`src/rtl/uart_pkg.sv`:
```
// Shared UART encodings: parity-mode and data-length codes, plus the
// masked XOR reduction used by the transmit parity generator.
package uart_pkg;

    localparam int MAX_DATA_LEN = 8;

    localparam logic [1:0] PARITY_EVEN  = 2'b00;
    localparam logic [1:0] PARITY_ODD   = 2'b01;
    localparam logic [1:0] PARITY_MARK  = 2'b10;
    localparam logic [1:0] PARITY_SPACE = 2'b11;

    localparam logic [1:0] LEN_5 = 2'b00;
    localparam logic [1:0] LEN_6 = 2'b01;
    localparam logic [1:0] LEN_7 = 2'b10;
    localparam logic [1:0] LEN_8 = 2'b11;

    function automatic int len_to_bits(input logic [1:0] data_len);
        return 5 + int'(data_len);
    endfunction

    // Bits at or above active_len are treated as zero, so they drop out of the XOR.
    function automatic logic masked_xor(input logic [MAX_DATA_LEN-1:0] data,
                                        input int active_len);
        logic r;
        r = 1'b0;
        for (int i = 0; i < MAX_DATA_LEN; i++) begin
            if (i < active_len) begin
                r = r ^ data[i];
            end
        end
        return r;
    endfunction

endpackage

```
`src/rtl/tx_parity_gen.sv`:
```
// Transmit parity generator: masks the data word to the selected length,
// reduces it to a parity bit per the selected mode, and registers the result.
module tx_parity_gen
    import uart_pkg::*;
#(
    parameter int   DATA_WIDTH   = 8,
    parameter logic RESET_PARITY = 1'b0
) (
    input  logic                  clk,
    input  logic                  rst_n,
    input  logic                  load_data,
    input  logic [DATA_WIDTH-1:0] tx_data,
    input  logic [1:0]            parity_mode,
    input  logic [1:0]            data_len,
    output logic                  parity_bit,
    output logic                  parity_valid
);

    logic [MAX_DATA_LEN-1:0] data_ext;
    int                      active_len;
    logic                    reduced;
    logic                    next_parity;

    // Narrow words are zero-extended so the absent upper bits never contribute.
    generate
        if (DATA_WIDTH >= MAX_DATA_LEN) begin : g_wide
            assign data_ext = tx_data[MAX_DATA_LEN-1:0];
        end else begin : g_narrow
            assign data_ext = {{(MAX_DATA_LEN-DATA_WIDTH){1'b0}}, tx_data};
        end
    endgenerate

    always_comb begin
        active_len = len_to_bits(data_len);
        if (active_len > DATA_WIDTH) begin
            active_len = DATA_WIDTH;
        end
        reduced = masked_xor(data_ext, active_len);
        unique case (parity_mode)
            PARITY_EVEN:  next_parity = reduced;
            PARITY_ODD:   next_parity = ~reduced;
            PARITY_MARK:  next_parity = 1'b1;
            PARITY_SPACE: next_parity = 1'b0;
            default:      next_parity = reduced;
        endcase
    end

    always_ff @(posedge clk or negedge rst_n) begin
        if (!rst_n) begin
            parity_bit   <= RESET_PARITY;
            parity_valid <= 1'b0;
        end else begin
            parity_valid <= load_data;
            if (load_data) begin
                parity_bit <= next_parity;
            end
        end
    end

endmodule

```
`config.mk`:
```
export PLATFORM = sky130hd
export DESIGN_NAME = tx_parity_gen
export DESIGN_NICKNAME = d
export VERILOG_FILES = /design/src/rtl/uart_pkg.sv /design/src/rtl/tx_parity_gen.sv
export SDC_FILE = /design/constraint.sdc
export NUM_CORES = 1
export LEC_CHECK = 0
export BUFFER_PORTS_ARGS = -buffer_cell sky130_fd_sc_hd__buf_2
export CORE_AREA = 8 8 45 47
export CTS_CLUSTER_SIZE = 14
export DETAILED_ROUTE_END_ITERATION = 8
export DIE_AREA = 0 0 53 55
export PLACE_DENSITY = 0.47
export REMOVE_ABC_BUFFERS = 1
export SLEW_MARGIN = 20
export SYNTH_ARGS = -nofsm -noshare
export SYNTH_HDL_FRONTEND = slang
export SYNTH_SLANG_ARGS = --single-unit
```
`constraint.sdc`:
```
create_clock -name clk -period 0.8 [get_ports clk]
set_input_delay 0.16 -clock clk [delete_from_list [all_inputs] [get_ports clk]]
set_output_delay 0.16 -clock clk [all_outputs]
set_load 0.02 [all_outputs]
```
Word level (Yosys, flattened, before mapping)
Cells that the tools add are included.
{"block": "op_classes", "n_addsub": 1, "n_mul": 0, "div_mod_pow": 0, "magnitude_cmp": 9, "n_eq_ne": 3, "shifts": 0, "muxes": 10, "bitwise_logic": 8, "n_reduce_logical": 1}
{"cell": "$lt 1x32->1 const A", "count": 1}
{"cell": "$lt 3x4->1 const A", "count": 4}
{"cell": "$lt 2x4->1 const A", "count": 2}
{"cell": "$mux 1", "count": 8}
{"cell": "$xor 1x1->1", "count": 7}
{"cell": "$add 3x2->4 const A", "count": 1}
{"cell": "$eq 2x2->1 const B", "count": 2}
{"cell": "$gt 4x4->1 const B", "count": 1}
{"cell": "$lt 1x4->1 const A", "count": 1}
{"cell": "$mux 4", "count": 1}
{"cell": "$pmux 1 s4", "count": 1}
{"cell": "$eq 2x1->1 const B", "count": 1}
{"cell": "$logic_not 2->1", "count": 1}
{"cell": "$not 1->1", "count": 1}
{"block": "word_totals", "register_bits": 2, "latchBits": 0, "ram_bits": 0, "rom_bits": 0, "inputBits": 15, "wordCells": 34, "mem_count": 0}

Logic depth before layout (Yosys ltp)
{"block": "logic_depth", "ltp_word": 21, "depth_mapped": 7, "mapped_depth_nobuf": 7}

Worst setup path after synthesis
No wires, ideal clock.
{"block": "synth_path", "path_type": "input to register", "from": "in data_len[0]", "to": "reg parity_bit", "setup_time_ns": 0.079, "arrival_time_ns": 1.149, "path_slack_ns": -0.428, "stages": 7, "n_path_buf": 0, "cell_sequence": "inv_1 > ha_1 > nor2b_1 > o211a_1 > a21oi_1 > xnor2_1 > mux2i_1"}
{"block": "synth_via", "elab_chain_cells": 21, "word_cells_on_any_way": 28, "cone_classes": "1 x add/sub; 9 x order compare; 10 x mux; 8 x bitwise"}
{"item": "start, declared", "line_no": "tx_parity_gen.sv:14", "rtl": "input logic [1:0] data_len,"}
{"item": "$add 3x2->4 (*)", "line_no": "uart_pkg.sv:18", "rtl": "return 5 + int'(data_len);"}
{"item": "$gt 4x4->1", "line_no": "tx_parity_gen.sv:35", "rtl": "if (active_len > DATA_WIDTH) begin"}
{"item": "$mux 4 (*)", "line_no": "tx_parity_gen.sv:35"}
{"item": "$lt 1x32->1", "line_no": "uart_pkg.sv:27", "rtl": "if (i < active_len) begin"}
{"item": "$mux 1", "line_no": "uart_pkg.sv:27"}
{"item": "$xor 1x1->1", "line_no": "uart_pkg.sv:28", "rtl": "r = r ^ data[i];"}
{"item": "$mux 1", "line_no": "uart_pkg.sv:27"}
{"item": "$xor 1x1->1", "line_no": "uart_pkg.sv:28"}
{"item": "(+5 left out)"}
{"item": "$xor 1x1->1", "line_no": "uart_pkg.sv:28"}
{"item": "$mux 1", "line_no": "uart_pkg.sv:27"}
{"item": "$xor 1x1->1", "line_no": "uart_pkg.sv:28"}
{"item": "$mux 1", "line_no": "uart_pkg.sv:27"}
{"item": "$xor 1x1->1", "line_no": "uart_pkg.sv:28"}
{"item": "$mux 1 (*)", "line_no": "uart_pkg.sv:27"}
{"item": "$not 1->1", "line_no": "tx_parity_gen.sv:41", "rtl": "PARITY_ODD: next_parity = ~reduced;"}
{"item": "$pmux 1 s4 (*)", "line_no": "tx_parity_gen.sv:39", "rtl": "unique case (parity_mode)"}
{"item": "end signal, assigned", "line_no": "tx_parity_gen.sv:55", "rtl": "parity_bit <= next_parity;"}
{"item": "end, declared", "line_no": "tx_parity_gen.sv:15", "rtl": "output logic parity_bit,"}
Mark *: on every way between the ends. The rest lies on a longest branch, timed or not.
A chain may end at the register's enable or synchronous reset.

Final worst setup path
Ends and elaborated chain as after synthesis.

==> run_results.csv <==
group,metric,value,unit
timing,fmax,934,MHz
synth,seq_area_frac_synth,20.5,%
cts,ctsHtreeMaxLevel,1,
critical_path,crit_path_end_kind,"register",
detailed_routing,wl_per_cell,10.3,um
hold_path,min_path_cells,1,
synth,yosys_warnings,0,
detailed_routing,vias,245,
synth,syn_inst,28,
critical_path,rr_startpoint,"parity_bit",
cells_and_area,final_common_cell,"buf_2",
critical_path,critPathTopFamily,"XOR/XNOR gates",
floorplan,io_pins,17,
cts,insertion_delay,220,ps
timing,timing.setup.tns,-423,ps
cts,cts_root_buf,"clkbuf_4",
critical_path,reg2reg_slack,-30,ps
detailed_routing,first_pass_iters,4,
critical_path,path_cells,"buf_8, inv_6, ha_4, nand2b_4, xnor2_2, xnor2_1, xnor2_1, mux2i_1",
synth,synth-seq-cells,2,
detailed_routing,drtAntennaViolNets,0,
cells_and_area,final_nets,69,
global_routing,grt_max_degree,5,
global_routing,grt_usage,4.96,%
timing,setup_slack,-271,ps
cts,cts_made_buffers,3,
timing,hold_viol_final,0,
timing,slew_viol_final,0,
critical_path,criticalPathCategory,"in2reg",
placement,gp_congestion,0.657,
critical_path,crit_arrival,1210,ps
cts,cts_buffer_depth,2,
status,violations,"setup timing",
global_routing,grt_overflow,0,
synth,netlist_top_cells_area,"xnor2_1 22%, dfrtp_1 21%, ha_1 21%, a21oi_1 6.2%, inv_1 6.2%",
detailed_routing,drc,0,
critical_path,ff2ff_path_depth,3,
timing,rsz0062_at_grt,"yes",
global_routing,grt_pass1_vias,271,
run,max_cap_viol_count,0,
timing,setup_violations,3,
cells_and_area,final_layout_size_suffix_gt1_share,58.3,%
cells_and_area,antenna_cells,0,
cts,cts.sinks,2,
detailed_routing,drt_iter0_markers,4,
floorplan,die_w,53,um
critical_path,r2r-end,"parity_bit",
cells_and_area,final_cell_mix,"12 x buf_2, 5 x xnor2_1, 3 x clkbuf_4",
cts,cts_tree,"built",
synth,syn_area,244,um2
synth,synthDistinctLibCells,12,
timing,finalCritPeriodShare,134,%
detailed_routing,via_per_inst,3.83,
critical_path,cp-start-kind,"primary input",
floorplan,core_region_area,1380,um2
synth,synth_area_leader_cell,"xnor2_1",
hold_path,hp-start,"load_data",
timing,slew_headroom,85.8,%
placement,portBuffers,16,
status,outcome,"finished with violations",
cts,clk_pin_slew,30,ps
pwr,powerDensity,1430,nW/um2
floorplan,fp.dieH,55,um
critical_path,cp_slowest_cell,"xnor2_1",
cells_and_area,final_core_util,33.6,%
synth,postSynthAreaPerCell,8.71,um2
hold_path,hold_end,"parity_valid",
cells_and_area,syn_to_final_growth,90.8,%
timing,fin_worst_skew,0,ps
hold_path,hold_path_class,"in2reg",
global_routing,antenna_found_initial,0,
floorplan,row_count,14,
timing,worstMarginPinSlew,210,ps
critical_path,crit_path_frequent_cell,"xnor2_1",
critical_path,cp.required,940,ps
critical_path,cp_max_fo,3,
floorplan,initial_core_util,17.6,%
critical_path,cp_num_buf_inv,2,
cells_and_area,nFillCells,144,
floorplan,die_area,2920,um2
pwr,leakagePower,0.225,nW
global_routing,grt_first_pass_wirelength,1050,um
detailed_routing,drt_wl_total,661,um
critical_path,cpPeakStageDelay,190,ps
timing,fin_crit,1070,ps
pwr,ir_drop,0.432,mV
synth,yosysTopAreaCellShare,21.5,%
routing by layer:
layer,vias up,wire [um],part of all wire [%],GRT usage (%)
li1,130,-,-,-
met1,105,250,38,4.39
met2,10,305,46,7.62
met3,0,105,16,4.55
met4,0,0,0,2.59
met5,-,0,0,0
how the worst max path moves through the flow:
stage,start,to,cells after the start
floorplan,data_len[0],parity_bit,7
global placement,data_len[0],parity_bit,8
detailed placement,data_len[0],parity_bit,8
CTS,data_len[1],parity_bit,8
global route,data_len[1],parity_bit,8
finish,data_len[0],parity_bit,8
cell families (layout without fill, tap and decap cells):
group / count (synthesis) / count (layout) / synth area share (%)
and+or+nand+nor: 4 / 4 / 9.23
AOI/OAI and AO/OA: 6 / 6 / 14.4
muxes: 1 / 1 / 4.10
DFF: 2 / 2 / 20.5
xor gates and xnor gates: 7 / 7 / 25.1
buffers and inverters: 4 / 24 / 6.15
adders and majority gates: 4 / 4 / 20.5
timing repair:
item / CTS / global route
endpoints found under the hold margin: 2 / 0
setup buffers: 0 / 0
resized for setup: 21 / 2
pin swaps: 5 / 5
endpoints found under the setup margin: 3 / 3
hold buffers: 1 / 0
sequential cells by signal (all words and copies together), names as in the netlist:
name          flops
parity_bit        1
parity_valid      1
through the flow:
stage	total power [mW]	hold slack [ps]	setup slack (ps)	area [um2]	cells
global route	0.727	91.6	-327	465	64
finish	0.666	92.5	-271	465	64
global placement	0.375	-54.1	-609	344	60
floorplan	0.296	-136	-428	244	28
detailed placement	0.376	-51.9	-631	344	60
CTS	0.683	79.9	-280	460	64
final cells by class:
class,count,area (um2),share of cell area (%)
multi-input cells,22,228,48.9
well taps,16,20.0,4.30
clock buffers,3,22.5,4.84
flip-flops and latches,2,50.0,10.8
inverters,4,22.5,4.84
repair buffers,17,123,26.3
worst register-to-register path, delay by kind of cell (launching register included):
family / cells / cell delay (ps)
and+or+nand+nor: 1 / 150
DFF: 1 / 370
muxes: 1 / 80
AOI/OAI and AO/OA: 1 / 120
report_power, final:
part | switching [mW] | internal (mW)
logic | 0.136 | 0.176
registers | 0.0128 | 0.126
clock network | 0.0517 | 0.165
total | 0.200 | 0.466
Yosys cell counts, drive strengths merged:
library cell  instances
mux2i                 1
dfrtp                 2
nand2b                1
nand2                 1
o211a                 1
nor2b                 2
a21oi                 3
inv                   4
xnor2                 6
o21ai                 2
xor2                  1
ha                    4
Note: power is estimated with default switching activity, not from simulation.
